`src/rtl/fa4_sweep_gen.sv`:
```
// Operand sequencer and optional result checker for the 4-bit ripple adder fulladd4.
// Optional checker is built when FA4_SWEEP_CHECK_EN is defined.
module fa4_sweep_gen #(
  parameter int unsigned HOLD = 1
) (
  input  logic       clk,
  input  logic       rst,
  input  logic       start,
  input  logic [3:0] a_lo,
  input  logic [3:0] a_hi,
  input  logic [1:0] cin_mode,
  input  logic [3:0] s,
  input  logic       cout,
  output logic [3:0] a,
  output logic [3:0] b,
  output logic       Cin,
  output logic       vld,
  output logic       busy,
  output logic       done,
  output logic [9:0] vec_cnt,
  output logic [7:0] err_cnt,
  output logic       err
);

  typedef enum logic [1:0] {IDLE, RUN, DONE} state_t;

  localparam logic [3:0] HOLD_M1 = 4'(HOLD - 1);

  state_t     state, state_n;
  logic [3:0] a_hi_r;
  logic [1:0] mode_r;
  logic [3:0] hcnt;
  logic       pair;
  logic       last_hold;
  logic       last_vec;
  logic       accept;
  logic       range_ok;

  assign pair      = (mode_r == 2'b10);
  assign last_hold = (hcnt == HOLD_M1);
  // Terminal test is done on the current vector so a_hi=15 never wraps a to 0.
  assign last_vec  = (a == a_hi_r) && (b == 4'hf) && (!pair || Cin);
  assign accept    = (state == IDLE) && start;
  assign range_ok  = (a_lo <= a_hi);

  always_ff @(posedge clk) begin
    if (rst) state <= IDLE;
    else     state <= state_n;
  end

  always_comb begin
    state_n = state;
    vld     = 1'b0;
    busy    = 1'b0;
    done    = 1'b0;
    case (state)
      IDLE: if (start) state_n = range_ok ? RUN : DONE;
      RUN: begin
        vld  = 1'b1;
        busy = 1'b1;
        if (last_hold && last_vec) state_n = DONE;
      end
      DONE: begin
        done    = 1'b1;
        state_n = IDLE;
      end
      default: state_n = IDLE;
    endcase
  end

  always_ff @(posedge clk) begin
    if (rst) begin
      a       <= '0;
      b       <= '0;
      Cin     <= 1'b0;
      a_hi_r  <= '0;
      mode_r  <= '0;
      hcnt    <= '0;
      vec_cnt <= '0;
    end else if (accept) begin
      a_hi_r  <= a_hi;
      mode_r  <= cin_mode;
      hcnt    <= '0;
      vec_cnt <= range_ok ? 10'd1 : 10'd0;
      if (range_ok) begin
        a   <= a_lo;
        b   <= '0;
        Cin <= (cin_mode == 2'b01);
      end
    end else if (state == RUN) begin
      if (!last_hold) begin
        hcnt <= hcnt + 4'd1;
      end else begin
        hcnt <= '0;
        if (!last_vec) begin
          vec_cnt <= vec_cnt + 10'd1;
          if (pair && !Cin) begin
            Cin <= 1'b1;
          end else begin
            Cin <= (mode_r == 2'b01);
            if (b == 4'hf) begin
              b <= '0;
              a <= a + 4'd1;
            end else begin
              b <= b + 4'd1;
            end
          end
        end
      end
    end
  end

`ifdef FA4_SWEEP_CHECK_EN
  logic [4:0] expect_sum;
  assign expect_sum = {1'b0, a} + {1'b0, b} + {4'b0, Cin};

  always_ff @(posedge clk) begin
    if (rst) begin
      err_cnt <= '0;
      err     <= 1'b0;
    end else if (accept) begin
      err_cnt <= '0;
      err     <= 1'b0;
    end else if ((state == RUN) && last_hold && ({cout, s} != expect_sum)) begin
      if (err_cnt != 8'hff) err_cnt <= err_cnt + 8'd1;
      err <= 1'b1;
    end
  end
`else
  logic unused_adder;
  assign unused_adder = ^{s, cout};
  assign err_cnt = '0;
  assign err     = 1'b0;
`endif

endmodule
```
`config.mk`:
```
export PLATFORM = sky130hd
export DESIGN_NAME = fa4_sweep_gen
export DESIGN_NICKNAME = d
export VERILOG_FILES = /design/src/rtl/fa4_sweep_gen.sv
export SDC_FILE = /design/constraint.sdc
export NUM_CORES = 1
export LEC_CHECK = 0
export BUFFER_PORTS_ARGS = -buffer_cell sky130_fd_sc_hd__buf_4
export CAP_MARGIN = 30
export CORE_UTILIZATION = 52
export DETAILED_ROUTE_END_ITERATION = 6
export GPL_ROUTABILITY_DRIVEN = 0
export PLACE_DENSITY = 0.79
export SYNTH_ARGS = -nofsm -noshare
export SYNTH_HDL_FRONTEND = slang
export SYNTH_SLANG_ARGS = --single-unit
export TNS_END_PERCENT = 50
```
`constraint.sdc`:
```
create_clock -name clk -period 2.69 [get_ports clk]
set_input_delay 0.1345 -clock clk [delete_from_list [all_inputs] [get_ports clk]]
set_output_delay 0.1345 -clock clk [all_outputs]
set_load 0.02 [all_outputs]
```
Yosys cells after proc, flatten, opt, wreduce, memory -nomap -nowiden
Index checks and enable logic that the tools add are counted.
{"block": "op_classes", "n_addsub": 4, "n_lt_le_gt_ge": 1, "n_eq_ne": 12, "mux": 32, "n_reduce_logical": 19}
{"op": "$mux W4", "n": 15}
{"op": "$mux W10", "n": 4}
{"op": "$add A4 B1 Y4 const B", "n": 3}
{"op": "$add A10 B1 Y10 const B", "n": 1}
{"op": "$mux W1", "n": 9}
{"op": "$eq A2 B1 Y1 const B", "n": 3}
{"op": "$mux W2", "n": 3}
{"op": "$ne A2 B2 Y1 const B", "n": 3}
{"op": "$reduce_and A6 Y1", "n": 1}
{"op": "$reduce_bool A2 Y1", "n": 3}
{"op": "$logic_and A1 B1 Y1", "n": 5}
{"op": "$reduce_and A5 Y1", "n": 1}
{"op": "$eq A2 B2 Y1 const B", "n": 2}
{"op": "$eq A4 B4 Y1", "n": 1}
{"op": "$eq A4 B4 Y1 const B", "n": 1}
{"op": "$le A4 B4 Y1", "n": 1}
{"op": "$logic_not A4 Y1", "n": 1}
{"op": "$ne A2 B1 Y1 const B", "n": 2}
{"op": "$pmux W2 S2", "n": 1}
{"op": "$reduce_and A4 Y1", "n": 1}
{"op": "$reduce_and A3 Y1", "n": 1}
{"op": "$logic_not A1 Y1", "n": 2}
{"op": "$logic_not A2 Y1", "n": 1}
{"op": "$reduce_and A2 Y1", "n": 1}
{"op": "2 further kinds", "n": 2}
{"block": "word_totals", "ff_bits": 31, "input_bits": 18, "output_inout_bits": 31, "word_cells": 76}

Longest topological paths before layout
{"block": "depth", "ltp_word": 8, "ltp_mapped": 9, "depth_no_buf": 7}

Worst setup path before layout
OpenSTA, ideal clock, no wires.
{"block": "synth_timing", "kind": "reg-to-reg", "startpoint": "reg b[0]", "endpoint": "reg a[1]", "setup_ns": 0.095, "arrival_ns": 1.861, "required_time_ns": 2.595, "path_slack_ns": 0.733, "stages_incl_launch_ff": 9, "n_path_buf": 2, "synth_period_minus_slack_ns": 1.957, "path_cell_list": "dfxtp_1 ha_1 nand3_1 nand2b_4 buf_8 o21ai_4 buf_2 a21oi_1 a221oi_1"}
{"block": "synth_via", "elab_chain_len": 5, "word_cells_on_any_way": 6, "cone_classes": "eq/ne: 2; reduce/logical: 4"}
{"item": "start: declaration", "line_no": "15", "source": "output logic [3:0] b,"}
{"item": "start signal: assignment", "line_no": "105", "source": "b <= b + 4'd1;"}
{"item": "$eq A4 B4 Y1 (*)", "line_no": "42, 101"}
{"item": "$logic_and A1 B1 Y1 (2 in series)", "line_no": "42", "source": "assign last_vec = (a == a_hi_r) && (b == 4'hf) && (!pair || Cin);"}
{"item": "$ne A2 B1 Y1 (no source line)"}
{"item": "$reduce_and A6 Y1 (no source line) (*)"}
{"item": "end signal: assignment", "line_no": "86", "source": "a <= a_lo;"}
{"item": "end signal: assignment", "line_no": "103", "source": "a <= a + 4'd1;"}
{"item": "end: declaration", "line_no": "14", "source": "output logic [3:0] a,"}
Mark *: on every way between the ends. The rest lies on a longest branch, timed or not.
A chain may end at the register's enable or synchronous reset.

Final worst setup path
{"block": "layout_timing", "startpoint": "reg hcnt[0]", "endpoint": "reg vec_cnt[9]"}
{"block": "layout_via", "elab_chain_len": 3}
{"item": "start: declaration", "line_no": "32", "source": "logic [3:0] hcnt;"}
{"item": "start signal: assignment", "line_no": "92", "source": "hcnt <= hcnt + 4'd1;"}
{"item": "$logic_not A4 Y1", "line_no": "40", "source": "assign last_hold = (hcnt == HOLD_M1);"}
{"item": "$reduce_bool A2 Y1 (no source line)"}
{"item": "$reduce_and A3 Y1 (no source line)"}
{"item": "end signal: assignment", "line_no": "84", "source": "vec_cnt <= range_ok ? 10'd1 : 10'd0;"}
{"item": "end signal: assignment", "line_no": "96", "source": "vec_cnt <= vec_cnt + 10'd1;"}
{"item": "end: declaration", "line_no": "20", "source": "output logic [9:0] vec_cnt,"}
No other way between the ends.

==> flow_summary.yaml <==
yosys:
  synthArstFlopShare: 0
  ys_types: 51
  yosys.area_share.simple: 0.2728
  synth-xor-area-share: 0.02823
  yosysTopAreaCell: "dfxtp_1"
  synth_top_family_by_area: "simple AND/OR/NAND/NOR gates"
  synthMuxAreaShare: 0.01747
  yosys_register_bits: 31
  synthCells: 232
  synth_ff_type: "dfxtp_1"
  synth_compound_area_frac: 0.1875
  seq_area_frac_synth: 0.3333
  synth_edf_count: 0
  synth.avg_cell_area_sq_um: 8.025
  synth.area.top_cells: "dfxtp_1, a21oi_1, ha_1"
  netlist_area_sq_um: 1862
  yosys_warnings: 0
  post-synth-top-area-fraction: 0.3333
  synth_fa_ha_area_frac: 0.06048
timing:
  rsz0062_at_grt: "no"
  setup_viol: 0
  period_minus_slack_ns: 2.189
  postLayoutSetupSlackWorst_ns: 0.5006
  tns_ns: 0
  slew_violations: 0
  holdWs_ns: 0.05258
  fin_crit_sh: 0.8139
  fmax_ghz: 0.4568
  finClkSkew_ns: 0.007060
  finalHoldViolations: 0
die:
  dieWidth_um: 61.84
  ioPinCount: 49
  die_h_um: 61.84
  start_util: 0.5493
  core_region_area_sq_um: 3390
  die_area_sq_um: 3824
  num_rows: 21
finish:
  final_nets: 287
  ff_latch_area_sq_um: 620.6
  finish.utilization: 0.6327
  final_area_sq_um: 2145
  nFillCells: 303
  finalNonFillerCells: 307
  drive_above_1_share: 0.2031
  syn2layout_area_growth_pct: 15.19
  multi_input_area_sq_um: 1094
  antenna_cells: 0
cts:
  path_clk_slew_ns: 0.10
  cts_sinks: 31
  cts_tree: "built"
  post_cts_resized: 0
  hold_buffers: 0
  cts_made_buffers: 5
  clockBufferDepth: 2
  htree_num_levels: 2
  root_buffer: "clkbuf_4"
  insertion_delay_ns: 0.33
  postCtsSetupBuffers: 0
worst_setup_path:
  endpoint_kind: "flip-flop"
  crit_arrival_ns: 2.42
  path_max_fanout: 17
  r2r-end: "vec_cnt[9]"
  reg2reg_depth: 7
  r2r_slack_ns: 0.50
  path_class: "reg -> reg"
  r2r_start: "hcnt[0]"
  cp.required_ns: 2.92
  worstSetupStartpointType: "flip-flop"
worst_hold_path:
  hp-start: "a_hi[3]"
  holdPathEnd: "a_hi_r[3]"
  hp-class: "in -> reg"
  hold_depth: 3
route:
  avgViaCountPerCell: 5.511
  drc_errors: 0
  ant_nets: 0
  dr.pass1.iters: 4
  wl_per_cell_um: 12.16
  drt_wl_total_um: 3733
  drtIter0Drc: 43
  via_count: 1692
global_routing:
  antenna_found_initial: 0
  grt_usage: 0.2173
  first_global_vias: 1452
  grt_max_degree: 28
  grt_pass1_wl_um: 6051
  grt_overflow: 0
place:
  dp.cells: 299
  portBuffers: 34
  hpwl_um: 2709
  placed_area_sq_um: 2076
  dp_slack_ns: 0.4745
power_and_ir_drop:
  powerDensity_nw_per_um2: 496.5
  vdd_drop_max_mv: 0.3052
  power.total_mw: 1.065
  leakage_nw: 0.8564
job:
  cap_violations: 0
outcome:
  outcome: "complete, no violations"
## cells in the mapped netlist (2+ instances only)
| cell type | instances |
|---|---|
| nor2b_1 | 3 |
| clkbuf_1 | 7 |
| nand2b_1 | 7 |
| a31o_2 | 2 |
| inv_1 | 10 |
| nor3_1 | 8 |
| or4_1 | 3 |
| nor3b_1 | 5 |
| mux2_2 | 2 |
| or3_1 | 3 |
| dfxtp_1 | 31 |
| nand3_1 | 8 |
| o21a_1 | 3 |
| o21ai_0 | 4 |
| ha_1 | 9 |
| o211ai_1 | 2 |
| nand4_1 | 4 |
| buf_2 | 2 |
| xor2_1 | 2 |
| o31ai_1 | 3 |
| a21o_1 | 2 |
| nor4_1 | 3 |
| buf_4 | 10 |
| nand2_1 | 30 |
| a21oi_1 | 24 |
| nor2_1 | 13 |
| o32ai_1 | 3 |
| a31oi_1 | 3 |
| xnor2_1 | 4 |
## kinds of logic after synthesis
logic type,Yosys count
AND/OR/NAND/NOR,96
AO/OA/AOI/OAI,53
buffers and inverters,33
flip-flops,31
adder cells (fa/ha/maj),9
XOR/XNOR,6
multiplexers,3
other,1
## cell usage in the layout, fill, tap and decap left out, types with 4 or more instances in the layout
cell and instances:
dfxtp_1 31, nand2b_1 7, nor3_1 8, nor3b_1 4
buf_4 35, nand4_1 4, xnor2_1 4, ha_1 9
o21ai_0 4, a21oi_1 24, inv_1 10, nand2_1 30
clkbuf_4 5, nand3_1 8, conb_1 9, nor2_1 13
## worst max-delay path, cell delays in order, from the launching register on
cell	delay, ns
dfxtp_1	0.35
inv_1	0.07
ha_1	0.15
nor3b_2	0.26
and2_1	0.34
o21ai_4	0.19
nor4_1	0.36
mux2_2	0.37
## registers in the layout, summed over array words and instances (netlist names)
| name | count |
|---|---|
| vec_cnt | 10 |
| a | 4 |
| a_hi_r | 4 |
| b | 4 |
| hcnt | 4 |
| mode_r | 2 |
| state | 2 |
| Cin | 1 |
## how the worst max path moves through the flow
stage                  from  depth (start not counted)    endpoint
floorplan              b[0]                          8        a[1]
global placement    hcnt[0]                          7  vec_cnt[9]
detailed placement  hcnt[0]                          7  vec_cnt[9]
CTS                 hcnt[0]                          7  vec_cnt[9]
global route        hcnt[0]                          7  vec_cnt[9]
finish              hcnt[0]                          7  vec_cnt[9]
## layer usage
layer	up-vias	global-route usage	routed length, um
met5	-	0	0
met4	0	0.1016	70
met1	780	0.2554	1742
met3	9	0.05590	156
met2	42	0.3702	1763
li1	861	-	-
## power by group
part	internal (mW)	total, mW	switching, mW
Combinational	0.0937	0.249	0.155
Clock	0.154	0.311	0.157
Sequential	0.480	0.505	0.0248
## final cells by class
type	instances	share of cell area
inverters	11	0.01925
repair buffers	35	0.1225
flip-flops and latches	31	0.2894
clock buffers	8	0.03209
multi-input cells	176	0.5099
well taps	46	0.02684
No activity file was read; power rests on OpenSTA's default activity.
